==> config.mk <==
export PLATFORM = sky130hd
export DESIGN_NAME = clock_divider_multi
export DESIGN_NICKNAME = d
export VERILOG_FILES = /design/src/rtl/clock_divider_multi.sv
export SDC_FILE = /design/constraint.sdc
export NUM_CORES = 1
export LEC_CHECK = 0
export ABC_CLOCK_PERIOD_IN_PS = 3100
export BUFFER_PORTS_ARGS = -buffer_cell sky130_fd_sc_hd__buf_2
export CAP_MARGIN = 20
export CORE_ASPECT_RATIO = 0.5
export CORE_UTILIZATION = 55
export DETAILED_ROUTE_END_ITERATION = 8
export PLACE_DENSITY = 0.74
export SETUP_SLACK_MARGIN = 0.05
export SLEW_MARGIN = 20
export SYNTH_ARGS = -nofsm -noshare
export SYNTH_HDL_FRONTEND = slang
export SYNTH_SLANG_ARGS = --single-unit
==> constraint.sdc <==
create_clock -name clk_ip -period 3.1 [get_ports clk_ip]
set_input_delay 0 -clock clk_ip [delete_from_list [all_inputs] [get_ports clk_ip]]
set_output_delay 0 -clock clk_ip [all_outputs]
set_load 0.02 [all_outputs]
==> src/rtl/clock_divider_multi.sv <==
// clock_divider_multi: multi-channel glitch-free integer clock divider with shadowed factor/mode
//   clk_ip     : input clock, all state on rising edge
//   rst        : asynchronous active-low reset
//   en         : per-channel run enable
//   load       : per-channel strobe capturing factor_bus slice and mode bit into the shadow
//   factor_bus : concatenated per-channel division factors
//   mode       : per-channel 0 = square, 1 = single-cycle pulse
//   sync       : restart all running channels in phase
//   clk_op     : divided outputs (registered)
//   tick       : first-cycle-of-period strobe (registered)
//   pending    : shadow holds a value not yet applied
module clock_divider_multi #(
  parameter int CHANNELS       = 4,
  parameter int FACTOR_W       = 8,
  parameter int DEFAULT_FACTOR = 2
) (
  input  logic                         clk_ip,
  input  logic                         rst,
  input  logic [CHANNELS-1:0]          en,
  input  logic [CHANNELS-1:0]          load,
  input  logic [CHANNELS*FACTOR_W-1:0] factor_bus,
  input  logic [CHANNELS-1:0]          mode,
  input  logic                         sync,
  output logic [CHANNELS-1:0]          clk_op,
  output logic [CHANNELS-1:0]          tick,
  output logic [CHANNELS-1:0]          pending
);
  typedef enum logic [1:0] {IDLE, RUN, PARK} state_t;
  localparam logic [FACTOR_W-1:0] ONE = 1;
  localparam logic [FACTOR_W:0] ONE_X = 1;
  localparam logic [FACTOR_W-1:0] DEF = DEFAULT_FACTOR[FACTOR_W-1:0];
  for (genvar c = 0; c < CHANNELS; c++) begin : g_ch
    state_t state_q, state_d;
    logic [FACTOR_W-1:0] cnt_q, cnt_d, n_q, n_d, ns_q, ns_d;
    logic m_q, m_d, ms_q, ms_d;
    logic pending_q, pending_d, clk_op_q, clk_op_d, tick_q, tick_d;
    logic [FACTOR_W:0] high_len;
    logic last, start;
    // high length is one bit wider so N = 2^FACTOR_W-1 does not overflow on +1
    assign high_len = m_q ? ONE_X : ({1'b0, n_q} + ONE_X) >> 1;
    assign last = cnt_q == n_q - ONE;
    // a restart always uses the shadow as it stood before this edge's load
    assign start = en[c] && (state_q == IDLE || (state_q == PARK && ns_q != '0) ||
                             (state_q == RUN && (sync || last)));
    always_comb begin
      ns_d      = load[c] ? factor_bus[c*FACTOR_W +: FACTOR_W] : ns_q;
      ms_d      = load[c] ? mode[c] : ms_q;
      state_d   = state_q;
      cnt_d     = cnt_q;
      n_d       = n_q;
      m_d       = m_q;
      pending_d = load[c] | pending_q;
      clk_op_d  = 1'b0;
      tick_d    = 1'b0;
      if (!en[c]) begin
        state_d = IDLE;
        cnt_d   = '0;
      end else if (start) begin
        n_d       = ns_q;
        m_d       = ms_q;
        pending_d = load[c];
        cnt_d     = '0;
        state_d   = ns_q == '0 ? PARK : RUN;
        clk_op_d  = ns_q != '0;
        tick_d    = ns_q != '0;
      end else if (state_q == RUN) begin
        cnt_d    = cnt_q + ONE;
        clk_op_d = {1'b0, cnt_d} < high_len;
      end
    end
    always_ff @(posedge clk_ip or negedge rst) begin
      if (!rst) begin
        state_q   <= IDLE;
        cnt_q     <= '0;
        n_q       <= DEF;
        ns_q      <= DEF;
        m_q       <= 1'b0;
        ms_q      <= 1'b0;
        pending_q <= 1'b0;
        clk_op_q  <= 1'b0;
        tick_q    <= 1'b0;
      end else begin
        state_q   <= state_d;
        cnt_q     <= cnt_d;
        n_q       <= n_d;
        ns_q      <= ns_d;
        m_q       <= m_d;
        ms_q      <= ms_d;
        pending_q <= pending_d;
        clk_op_q  <= clk_op_d;
        tick_q    <= tick_d;
      end
    end
    assign clk_op[c]  = clk_op_q;
    assign tick[c]    = tick_q;
    assign pending[c] = pending_q;
  end
endmodule

# Yosys cells after proc, flatten, opt, wreduce, memory -nomap -nowiden
# Index checks and enable logic that the tools add are counted.
dict set report totals {
  ramBits 0
  reg_bits 124
  latch_bits 0
  elab_cells 172
  mem_bits_ro 0
  output_inout_bits 12
  memories 0
}
dict set report op_classes {
  n_lt_le_gt_ge 4
  n_reduce_logical 40
  n_eq_ne 20
  n_div 0
  n_mul 0
  muxes 56
  shifts 0
  bitwise 4
  n_addsub 12
}
# cell n
set ops {}
lappend ops {{2-to-1 mux 8 bit} 16}
lappend ops {{adder 8 x 1 -> 9 bit, second input constant} 4}
lappend ops {{adder 8 x 1 -> 8 bit, second input constant} 4}
lappend ops {{== test 8 bit} 4}
lappend ops {{logical NOT 8 bit} 4}
lappend ops {{< comparator 8 bit} 4}
lappend ops {{nonzero test 8 bit} 4}
lappend ops {{subtractor 8 x 1 -> 8 bit, second input constant} 4}
lappend ops {{2-to-1 mux 1 bit} 28}
lappend ops {{2-to-1 mux 2 bit} 12}
lappend ops {{logical AND 1 bit} 12}
lappend ops {{logical OR 1 bit} 12}
lappend ops {{!= test 3 x 1 -> 1 bit, second input constant} 4}
lappend ops {{== test 2 x 1 -> 1 bit, second input constant} 4}
lappend ops {{== test 2 bit, second input constant} 4}
lappend ops {{logical NOT 2 bit} 4}
lappend ops {{!= test 2 x 1 -> 1 bit, second input constant} 4}
lappend ops {{AND reduction 2 bit} 4}
lappend ops {{bitwise OR 1 bit} 4}

# Logic depth before layout (Yosys ltp)
dict set report logic_depth {
  ltp_word 8
  depth_mapped 11
  depth_no_buf 10
}

# Least setup slack after synthesis
# OpenSTA, ideal clock, no wires.
dict set report synth_path {
  path_type {reg2reg}
  startpoint {register g_ch[3].n_q[0]}
  endpoint {register g_ch[3].n_q[2]}
  t_required_ns 2.975
  path_buffers 1
  path_stages_with_launch 10
  setup_time_ns 0.125
  arrival_ns 2.626
  path_slack_ns 0.349
  synth_period_minus_slack_ns 2.751
  path_cell_list {dfrtp_1 -> inv_1 -> ha_1 -> or3b_4 -> or4_4 -> a2111oi_4 -> a41o_2 -> nand2_4 -> buf_6 -> mux2_4}
}
dict set report synth_via {
  elab_chain_len 7
}
# item line_no
set synth_rtl {}
lappend synth_rtl {{start, declared} 34} ;# logic [FACTOR_W-1:0] cnt_q, cnt_d, n_q, n_d, ns_q, ns_d;
lappend synth_rtl {{start signal, assigned} 85} ;# n_q <= n_d;
lappend synth_rtl {{subtractor 8 x 1 -> 8 bit} 41} ;# assign last = cnt_q == n_q - ONE;
lappend synth_rtl {{== test 8 bit} 41}
lappend synth_rtl {{logical OR 1 bit} 44} ;# (state_q == RUN && (sync || last)));
lappend synth_rtl {{logical AND 1 bit} 44}
lappend synth_rtl {{logical OR 1 bit} 43} ;# assign start = en[c] && (state_q == IDLE || (state_q == PARK && ns_q != '0) ||
lappend synth_rtl {{logical AND 1 bit} 43}
lappend synth_rtl {{AND reduction 2 bit (no source line)} n/a}
# Every way passes these cells.
# A chain may end at the register's enable or synchronous reset.

# Worst setup path in the final report
# Same ends and word-level chain as after synthesis.

==> impl_metrics.yaml <==
floorplan:
  start_util_pct: 56.86
  die_x_um: 170.1
  row_count: 30
  core_sq_um: 13660
  die_h_um: 86.04
  die_area_sq_um: 14630
  io-pin-count: 59
drt:
  drc: 0
  num_vias: 5745
  totalWireLength_um: 15940
  routedWlPerCell_um: 15.30
  drtIter0Drc: 368
  ant_nets: 0
  routed_via_density: 5.513
  dr.pass1.iters: 4
sta:
  slew_headroom_pct: 45.60
  timing.final.crit_period_ns: 2.865
  hold_viol_final: 0
  setup_viol: 0
  fin_crit_sh_pct: 92.42
  max_freq_mhz: 349.0
  worst_pin_slew_ns: 0.8160
  rsz0062_at_grt: "false"
  final.setup.tns_ns: 0
  drv_slew: 0
  finClkSkew_ns: 0.007446
synthesis:
  synth_nets: 854
  synthArstFlopShare_pct: 100.0
  ys_warn_count: 0
  synth_area_leader_cell: "dfrtp_1"
  synthXorXnorAreaFrac_pct: 12.51
  synthSimpleGateAreaFrac_pct: 16.59
  synthMuxAreaShare_pct: 10.98
  ys_seq_area_share_pct: 40.07
  synth_top_family_by_area: "simple AND/OR/NAND/NOR gates"
  netlist_instances: 767
  ys_types: 66
  synth-compound-area-share_pct: 8.810
  netlist_area_sq_um: 7769
  synthAdderAreaFrac_pct: 6.442
  postSynthAreaPerCell_sq_um: 10.13
  yosys-top-cells-area: "dfrtp_1 (37%), mux2_2 (8.8%), xnor2_1 (8.1%)"
  synth_most_common_cell: "dfrtp_1"
  synth_common_cells: "dfrtp_1 (116), nor2_1 (72), xnor2_1 (72), mux2_2 (61), ha_1 (40)"
  yosysTopAreaCellShare_pct: 37.37
  synth-edff-count: 0
  synth-main-ff-cell: "dfrtp_1"
  ys_ff_latch: 124
flow_run:
  max-cap-violations: 0
power:
  switching_share_pct: 30.03
  combinationalPowerShare_pct: 21.0
  leakage_nw: 3.871
  power_switching_mw: 1.532
  p_seq_share_pct: 40.3
  power_density_nw_per_um2: 559.0
  power_frac_clock_pct: 38.7
  p_int_mw: 3.570
  peakVddDrop_mv: 0.4476
global_route:
  grt_pass1_wl_um: 26720
  antenna_found_initial: 0
  overflow: 0
  grt_pass1_vias: 5521
  grt_max_degree: 62
  grt_usage_pct: 23.52
worst_setup_path:
  cp_slowest_cell: "or4_4"
  cp-start-kind: "register"
  slowest_delay_ns: 0.50
  cp_data_required_time_ns: 3.41
  endpoint_kind: "register"
  path_cells: "inv_1 -> ha_1 -> or3b_4 -> or4_4 -> a2111oi_4 -> a41o_2 -> nand2_4 -> mux2_4"
  setup.worst_path.class: "register to register"
  worst_ep_arrival_time_ns: 3.17
  cp_max_fo: 13
clock_network:
  clk_path_buf_depth: 2
  clkTransAtPathRegs_ns: 0.06
  root_buffer: "clkbuf_16"
  ctsResizeCount: 0
  htreeDepth: 4
  clkSinkCount: 124
  clk_latency_ns: 0.42
  cts_buffers: 17
  cts_tree: "yes"
  postCtsSetupBuffers: 0
layout:
  fin_nets: 924
  multi_input_area_sq_um: 4309
  post-route-util_pct: 66.79
  syn2layout_area_growth_pct: 17.47
  fill_cells: 1085
  seqCellArea_sq_um: 3113
  drive_above_1_share_pct: 21.88
  n_antenna_cell: 0
placement:
  port_buffers: 58
  gp_congestion: 0.8558
  post-dp-hpwl_um: 11130
status:
  status: "complete, no violations"
worst_hold_path:
  hold_class: "primary input to register"
worst max-delay path, delay by kind of cell, from the launching register on:
family	cells	cell delay, ns
DFF	1	0.46
buffers and inverters	1	0.09
muxes	1	0.33
and+or+nand+nor	3	1.04
AOI/OAI and AO/OA	2	0.64
adders and majority gates	1	0.18
path summary, 6_finish.rpt:
kind                                    from           endpoint  slack [ns]  depth (start not counted)
setup / recovery              g_ch[3].n_q[0]     g_ch[3].n_q[2]        0.23                          8
hold / removal                         en[0]     g_ch[0].tick_q        0.02                          3
setup reg to reg              g_ch[3].n_q[0]     g_ch[3].n_q[2]        0.23                          8
hold reg to reg            g_ch[1].pending_q  g_ch[1].pending_q        0.48                          1
max in group asynchronous                rst    g_ch[0].ns_q[1]        2.02                          3
min in group asynchronous                rst   g_ch[0].cnt_q[6]        0.19                          2
through the flow:
| stage | instances | setup WS, ns | hold slack, ns | power, mW | cell area [sq um] |
|---|---|---|---|---|---|
| 2_1_floorplan | 767 | 0.3486 | -0.2956 | 2.847 | 7769 |
| 3_3_place_gp | 965 | 0.2142 | 0.1240 | 3.053 | 8078 |
| 3_5_place_dp | 965 | 0.1954 | 0.1267 | 3.093 | 8078 |
| 4_1_cts | 1042 | 0.1701 | 0.01521 | 5.120 | 9116 |
| 5_1_grt | 1042 | 0.1322 | 0.02660 | 5.358 | 9126 |
| 6_report | 1042 | 0.2349 | 0.02449 | 5.102 | 9126 |
area by class of cell:
class | instances | share of cell area (%)
Inverter | 20 | 0.8226
Clock buffer | 20 | 4.894
Sequential cell | 124 | 34.11
Multi-Input combinational cell | 565 | 47.22
Clock inverter | 12 | 1.549
Timing Repair Buffer | 109 | 8.774
Tap cell | 192 | 2.632
repair_timing:
| item | CTS | global route |
|---|---|---|
| hold buffers | 45 | 0 |
| endpoints found under the hold margin | 97 | 0 |
| endpoints found under the setup margin | 0 | 0 |
power groups by stage:
stage | registers [mW] | logic, mW | clock network (mW)
final | 2.06 | 1.07 | 1.98
after global routing | 2.09 | 1.19 | 2.08
after CTS | 2.05 | 1.07 | 2.00
after detailed placement | 2.08 | 1.02 | 0
after global placement | 2.07 | 0.986 | 0
after floorplan | 1.92 | 0.922 | 0
per-layer routing:
layer | part of all wire, % | global-route usage (%) | wire length (um) | vias to the layer above
li1 | - | - | - | 2796
met1 | 47 | 31.10 | 7480 | 2815
met4 | 1.0 | 7.289 | 167 | 0
met2 | 48 | 38.45 | 7648 | 117
met5 | 0 | 0 | 0 | -
met3 | 4.0 | 5.630 | 645 | 17
flip-flops by register name, summed over array words and instances (netlist names):
name,cells
g_ch.n_q,32
g_ch.cnt_q,32
g_ch.pending_q,4
g_ch.ms_q,4
g_ch.m_q,4
g_ch.ns_q,32
g_ch.state_q,8
g_ch.clk_op_q,4
g_ch.tick_q,4
cell usage in the layout, fill, tap and decap left out, types with 18 or more instances in the layout:
master	count
dfrtp_1	116
xnor2_1	72
nor2_1	72
mux2_2	61
buf_2	57
dlygate4sd3_1	45
ha_1	40
xor2_1	39
nand2_1	34
nand2b_1	32
nand3_1	31
inv_1	20
o21ai_0	19
nor3_1	18
cell families after synthesis:
logic type	after synthesis
fa+ha+maj	40
mux	74
compound gates	92
simple gates	248
buf+inv	78
flops	124
xor+xnor	111
(Power assumes the default switching activity.)
